[config.mk]
export PLATFORM = sky130hd
export DESIGN_NAME = pulse_train_gen
export DESIGN_NICKNAME = d
export VERILOG_FILES = /design/src/rtl/pulse_train_gen_pkg.sv /design/src/rtl/pulse_train_gen_tick_timer.sv /design/src/rtl/pulse_train_gen.sv
export SDC_FILE = /design/constraint.sdc
export NUM_CORES = 1
export LEC_CHECK = 0
export ABC_AREA = 1
export CAP_MARGIN = 20
export CORE_ASPECT_RATIO = 0.9
export CORE_MARGIN = 2
export CORE_UTILIZATION = 45
export DETAILED_ROUTE_END_ITERATION = 16
export GPL_ROUTABILITY_DRIVEN = 0
export PLACE_DENSITY = 0.66
export SYNTH_ARGS = -nofsm -noshare
export SYNTH_HDL_FRONTEND = slang
export SYNTH_SLANG_ARGS = --single-unit
[constraint.sdc]
create_clock -name clk -period 4 [get_ports clk]
set_input_delay 0.8 -clock clk [delete_from_list [all_inputs] [get_ports clk]]
set_output_delay 0.8 -clock clk [all_outputs]
set_load 0.005 [all_outputs]
[src/rtl/pulse_train_gen_pkg.sv]
// pulse_train_pkg: shared state encoding, default widths and the low-duration clamp.
package pulse_train_pkg;

    localparam int CNT_W_DEF  = 8;
    localparam int TIME_W_DEF = 16;

    typedef enum logic [1:0] {IDLE, HIGH, LOW} state_e;

    // A zero-length gap would merge adjacent pulses, so the shortest gap is one tick.
    function automatic logic [31:0] clamp_low(input logic [31:0] v);
        return (v == 32'd0) ? 32'd1 : v;
    endfunction

endpackage

[src/rtl/pulse_train_gen_tick_timer.sv]
// tick_timer: counts timebase ticks after a load and flags the tick that reaches the target.
module tick_timer #(
    parameter int TIME_W = 16
) (
    input  logic              clk,
    input  logic              rst_n,
    input  logic              load_i,
    input  logic              en_i,
    input  logic              tick_i,
    input  logic [TIME_W-1:0] target_i,
    output logic              expire_o
);

    logic [TIME_W-1:0] cnt_q, cnt_d, cnt_inc;

    assign cnt_inc  = cnt_q + TIME_W'(1);
    assign expire_o = en_i && tick_i && (cnt_inc == target_i);

    always_comb begin
        cnt_d = load_i ? '0 : (en_i && tick_i) ? cnt_inc : cnt_q;
    end

    always_ff @(posedge clk or negedge rst_n) begin
        if (!rst_n) cnt_q <= '0;
        else        cnt_q <= cnt_d;
    end

endmodule

[src/rtl/pulse_train_gen.sv]
// pulse_train_gen: emits a programmable train of N rectangular pulses timed in timebase ticks.
module pulse_train_gen
    import pulse_train_pkg::*;
#(
    parameter int CNT_W  = CNT_W_DEF,
    parameter int TIME_W = TIME_W_DEF
) (
    input  logic              clk,
    input  logic              rst_n,
    input  logic              tick_i,
    input  logic              start_i,
    input  logic [CNT_W-1:0]  count_i,
    input  logic [TIME_W-1:0] high_ticks_i,
    input  logic [TIME_W-1:0] low_ticks_i,
    input  logic              abort_i,
    output logic              busy_o,
    output logic              pulse_out_o,
    output logic              pulse_redge_o,
    output logic              done_o,
    output logic              aborted_o,
    output logic [CNT_W-1:0]  pulses_sent_o
);

    state_e            state_q, state_d;
    logic              busy_q, busy_d, pulse_q, pulse_d, redge_q, redge_d;
    logic              done_q, done_d, aborted_q, aborted_d;
    logic [CNT_W-1:0]  sent_q, sent_d, count_q, count_d;
    logic [TIME_W-1:0] high_q, high_d, low_q, low_d;
    logic              expire, load;

    tick_timer #(.TIME_W(TIME_W)) u_timer (
        .clk      (clk),
        .rst_n    (rst_n),
        .load_i   (load),
        .en_i     (state_q != IDLE),
        .tick_i   (tick_i),
        .target_i ((state_q == LOW) ? low_q : high_q),
        .expire_o (expire)
    );

    always_comb begin
        state_d   = state_q;
        redge_d   = 1'b0;
        done_d    = 1'b0;
        aborted_d = 1'b0;
        sent_d    = sent_q;
        count_d   = count_q;
        high_d    = high_q;
        low_d     = low_q;
        case (state_q)
            IDLE: begin
                if (start_i && !abort_i && count_i != '0 && high_ticks_i != '0) begin
                    state_d = HIGH;
                    redge_d = 1'b1;
                    sent_d  = CNT_W'(1);
                    count_d = count_i;
                    high_d  = high_ticks_i;
                    low_d   = TIME_W'(clamp_low(32'(low_ticks_i)));
                end
            end
            HIGH: begin
                if (abort_i) begin
                    state_d   = IDLE;
                    done_d    = 1'b1;
                    aborted_d = 1'b1;
                end else if (expire) begin
                    state_d = (sent_q == count_q) ? IDLE : LOW;
                    done_d  = (sent_q == count_q);
                end
            end
            LOW: begin
                if (abort_i) begin
                    state_d   = IDLE;
                    done_d    = 1'b1;
                    aborted_d = 1'b1;
                end else if (expire) begin
                    state_d = HIGH;
                    redge_d = 1'b1;
                    sent_d  = sent_q + CNT_W'(1);
                end
            end
            default: state_d = IDLE;
        endcase
        pulse_d = (state_d == HIGH);
        busy_d  = (state_d != IDLE);
        load    = (state_d != state_q);
    end

    always_ff @(posedge clk or negedge rst_n) begin
        if (!rst_n) begin
            state_q   <= IDLE;
            busy_q    <= 1'b0;
            pulse_q   <= 1'b0;
            redge_q   <= 1'b0;
            done_q    <= 1'b0;
            aborted_q <= 1'b0;
            sent_q    <= '0;
            count_q   <= '0;
            high_q    <= '0;
            low_q     <= '0;
        end else begin
            state_q   <= state_d;
            busy_q    <= busy_d;
            pulse_q   <= pulse_d;
            redge_q   <= redge_d;
            done_q    <= done_d;
            aborted_q <= aborted_d;
            sent_q    <= sent_d;
            count_q   <= count_d;
            high_q    <= high_d;
            low_q     <= low_d;
        end
    end

    assign busy_o        = busy_q;
    assign pulse_out_o   = pulse_q;
    assign pulse_redge_o = redge_q;
    assign done_o        = done_q;
    assign aborted_o     = aborted_q;
    assign pulses_sent_o = sent_q;

endmodule

==> flow_summary.ini <==
[run_status]
status = complete, no violations

[route]
dr_total_vias = 3879
drc_errors = 0
route.detailed.wl_per_inst_um = 13.72
initialDrtViolationCount = 207
antenna_violating_nets_post_route = 0
drt_pre_antenna_iters = 4
via_per_inst = 5.131
totalWireLength_mm = 10.37

[setup_path]
crit_required_ns = 4.24
rr_endpoint = u_timer.cnt_q[6]
critPathArrivalTime_ns = 3.49
setup.worst_path.start = state_q[0]
r2r-start = state_q[0]
startpoint_type = flip-flop
critical_path.endpoint = u_timer.cnt_q[6]
path_class = flip-flop to flip-flop
reg2regPathDepth = 18
setup.reg_to_reg.worst_slack_ns = 0.75
critPathMaxFanout = 25
worst_setup_path_end_kind = flip-flop

[synth]
syn_area_sq_mm = 0.004166
synth-simple-area-share = 0.3892
post_synth_mux_area_share = 0.007207
syn-instance-count = 571
ys.warnings.count = 0
synth-edff-count = 0
yosys_most_used_dff = sky130_fd_sc_hd__dfrtp_1
postSynthRegisterBits = 71
dominant_combinational_cell_family_by_area_after_synthesis = simple AND/OR/NAND/NOR gates
ys_top_cells_by_area = sky130_fd_sc_hd__dfrtp_1 (43%), sky130_fd_sc_hd__nand2_1 (21%), sky130_fd_sc_hd__o21ai_0 (4.3%)
synth.top_cell.area_share = 0.4264
synth_fa_ha_area_frac = 0.01802
synth_area_leader_cell = sky130_fd_sc_hd__dfrtp_1
synth_compound_gate_area_share = 0.06126
synthesis.area_per_instance_sq_um = 7.297
total_nets_after_synthesis = 622
asyncSetResetFlopFracSynth = 1.000
yosysUniqueCellTypes = 36
synth.yosys.seq_area_share = 0.4264
synth_xor_area_frac = 0.03363

[floorplanning]
num_io_pins = 58
design.die.area_sq_mm = 0.01005
die-width_um = 105.4
floorplan.die.height_um = 95.29
core_area_sq_mm = 0.009042
rows = 33
start_util = 0.4608

[power]
total_switching_power_mw = 1.270
finalPower_mw = 3.028
vdd_ir_drop_max_uv = 209.9
leakage_nw = 2.408
p_seq_frac = 0.409
internal-power_mw = 1.758
power_per_cell_area_mw_per_mm2 = 600.5
share_clk_of_total_power = 0.193
power.switching_fraction = 0.4195
p_comb_frac = 0.398

[global_routing]
first_global_vias = 3668
grt_util_all_layers = 0.2191
antenna_found_initial = 0
maximum_number_of_pins_on_one_net_before_global_route_repair = 49
global_route.overflow_total = 0
global_route_wire_length_before_repair_mm = 17.18

[clock_tree]
num_cts_buffers = 9
cts_hold_buffers = 0
maximum_clock_insertion_buffer_count = 2
cts.repair.resized = 0
clock_tree.htree_level_count = 3
clock-root-buffer = sky130_fd_sc_hd__clkbuf_8
clk_transition_reported_paths_ns = 0.08
tritoncts = yes
postCtsSetupRepairBufs = 0
clock_sinks = 71
worstSkewPairLatency_ns = 0.36

[sta]
slew_violations = 0
setup_violating_endpoint_count_in_the_final_report = 0
final_critical_path_setup_slack_ns = 0.7496
fin_tns_setup_ns = 0
timing.final.crit_share = 0.8126
least_margin_pin_slew_ns = 0.5929
report.final.hold_viol_count = 0
worst_clock_skew_ns = 0.01175
slew_headroom = 0.6047
finalCriticalPeriod_ns = 3.250
grt_setup_unrepaired = false
fmax_mhz = 307.7

[placement]
placement.setup.worst_slack_ns = 0.7068
place_hpwl_mm = 7.765
port_buffers = 57

[flow_run]
maxCapViolations = 0

[layout]
antenna_cells = 0
num-nets-final = 681
area_delta_synth_final_pct = 21.02
fraction_of_final_layout_cells_sized_beyond_drive_strength_1 = 0.08833

[min_path]
holdCritPathClass = input port to async pin
[cells in the final DEF, fill, tap and decap left out, types with 7 or more instances in the layout]
cell type	netlist	layout
sky130_fd_sc_hd__clkdlybuf4s50_1	0	56
sky130_fd_sc_hd__inv_1	45	45
sky130_fd_sc_hd__nor4_1	12	12
sky130_fd_sc_hd__dfrtp_1	71	71
sky130_fd_sc_hd__clkbuf_8	0	9
sky130_fd_sc_hd__a21oi_1	7	7
sky130_fd_sc_hd__nand3b_1	9	9
sky130_fd_sc_hd__nand2_2	8	8
sky130_fd_sc_hd__nor2_1	32	31
sky130_fd_sc_hd__o21ai_0	36	36
sky130_fd_sc_hd__nand2_1	233	233
sky130_fd_sc_hd__xor2_1	14	14
sky130_fd_sc_hd__nand3_1	32	32
sky130_fd_sc_hd__nor2_2	10	11
sky130_fd_sc_hd__nand4_1	12	12
[state kept, by name (all words and copies together), names as in the netlist]
register       count
pulse_redge_o      1
done_o             1
u_timer.cnt_q     16
state_q            2
high_q            16
aborted_o          1
low_q             16
busy_o             1
pulses_sent_o      8
pulse_out_o        1
count_q            8
[logic make-up after synthesis]
kind of cell	Yosys count
adder cells (fa/ha/maj)	6
XOR/XNOR	16
AO/OA/AOI/OAI	48
AND/OR/NAND/NOR	363
buffers and inverters	64
flip-flops	71
multiplexers	3
[power by group through the flow]
stage | logic (mW) | registers, mW | clock network, mW
after floorplan | 0.902 | 1.18 | 0
after global placement | 1.17 | 1.23 | 0
after detailed placement | 1.20 | 1.24 | 0
after CTS | 1.21 | 1.23 | 0.597
after global routing | 1.39 | 1.27 | 0.626
final | 1.20 | 1.24 | 0.585
[stage by stage]
| step | instances | utilization | area [sq um] | hold slack [ns] |
|---|---|---|---|---|
| CTS | 756 | 0.5576 | 5042 | 0.4301 |
| global placement | 741 | 0.5362 | 4848 | 0.4486 |
| finish | 756 | 0.5576 | 5042 | 0.4199 |
| detailed placement | 741 | 0.5362 | 4848 | 0.4530 |
| global route | 756 | 0.5576 | 5042 | 0.4547 |
| floorplan | 571 | - | 4167 | 0.4338 |
[worst max-delay path, stage by stage (launching register included)]
cell,delay [ns]
sky130_fd_sc_hd__dfrtp_1,0.45
sky130_fd_sc_hd__inv_1,0.13
sky130_fd_sc_hd__ha_1,0.15
sky130_fd_sc_hd__buf_4,0.28
sky130_fd_sc_hd__inv_2,0.21
sky130_fd_sc_hd__or2_2,0.31
sky130_fd_sc_hd__o21ai_0,0.13
sky130_fd_sc_hd__nand3b_1,0.15
sky130_fd_sc_hd__nand2_1,0.06
sky130_fd_sc_hd__nor2_1,0.12
sky130_fd_sc_hd__nand3_2,0.12
sky130_fd_sc_hd__inv_1,0.08
sky130_fd_sc_hd__nand2_1,0.07
sky130_fd_sc_hd__a21oi_1,0.13
sky130_fd_sc_hd__nand2_1,0.10
sky130_fd_sc_hd__o21ai_0,0.17
sky130_fd_sc_hd__nand2_1,0.11
sky130_fd_sc_hd__nand2_4,0.24
sky130_fd_sc_hd__nor2_1,0.09
[synthesized netlist by cell type, types with 9 or more instances]
cell	count
sky130_fd_sc_hd__nand2_1	233
sky130_fd_sc_hd__o21ai_0	36
sky130_fd_sc_hd__nand4_1	12
sky130_fd_sc_hd__dfrtp_1	71
sky130_fd_sc_hd__nand3_1	32
sky130_fd_sc_hd__nor2_1	32
sky130_fd_sc_hd__inv_1	45
sky130_fd_sc_hd__nor2_2	10
sky130_fd_sc_hd__nor4_1	12
sky130_fd_sc_hd__nand3b_1	9
sky130_fd_sc_hd__xor2_1	14
[how the worst min path moves through the flow]
stage	start	to	cells after the start
2_1_floorplan	high_q[9]	high_q[9]	2
3_3_place_gp	high_q[9]	high_q[9]	2
3_5_place_dp	high_q[9]	high_q[9]	2
4_1_cts	rst_n	u_timer.cnt_q[4]	1
5_1_grt	rst_n	u_timer.cnt_q[4]	1
6_report	rst_n	u_timer.cnt_q[4]	1
[layout make-up]
class / instances / area [sq um]
fillers: 881 / 4000
multi-input cells: 436 / 2125
flip-flops and latches: 71 / 1777
repair buffers: 63 / 610.6
inverters: 49 / 183.9
well taps: 122 / 152.6
clock buffers: 9 / 123.9
clock inverters: 6 / 70.07
[layer usage]
layer,routed length (um),global-route usage,share of wire
met1,5033,0.3087,0.49
met2,4426,0.3231,0.43
met3,598,0.04580,0.058
met4,316,0.1044,0.030
met5,0,0,0
Power figures use the tool's default switching activity.
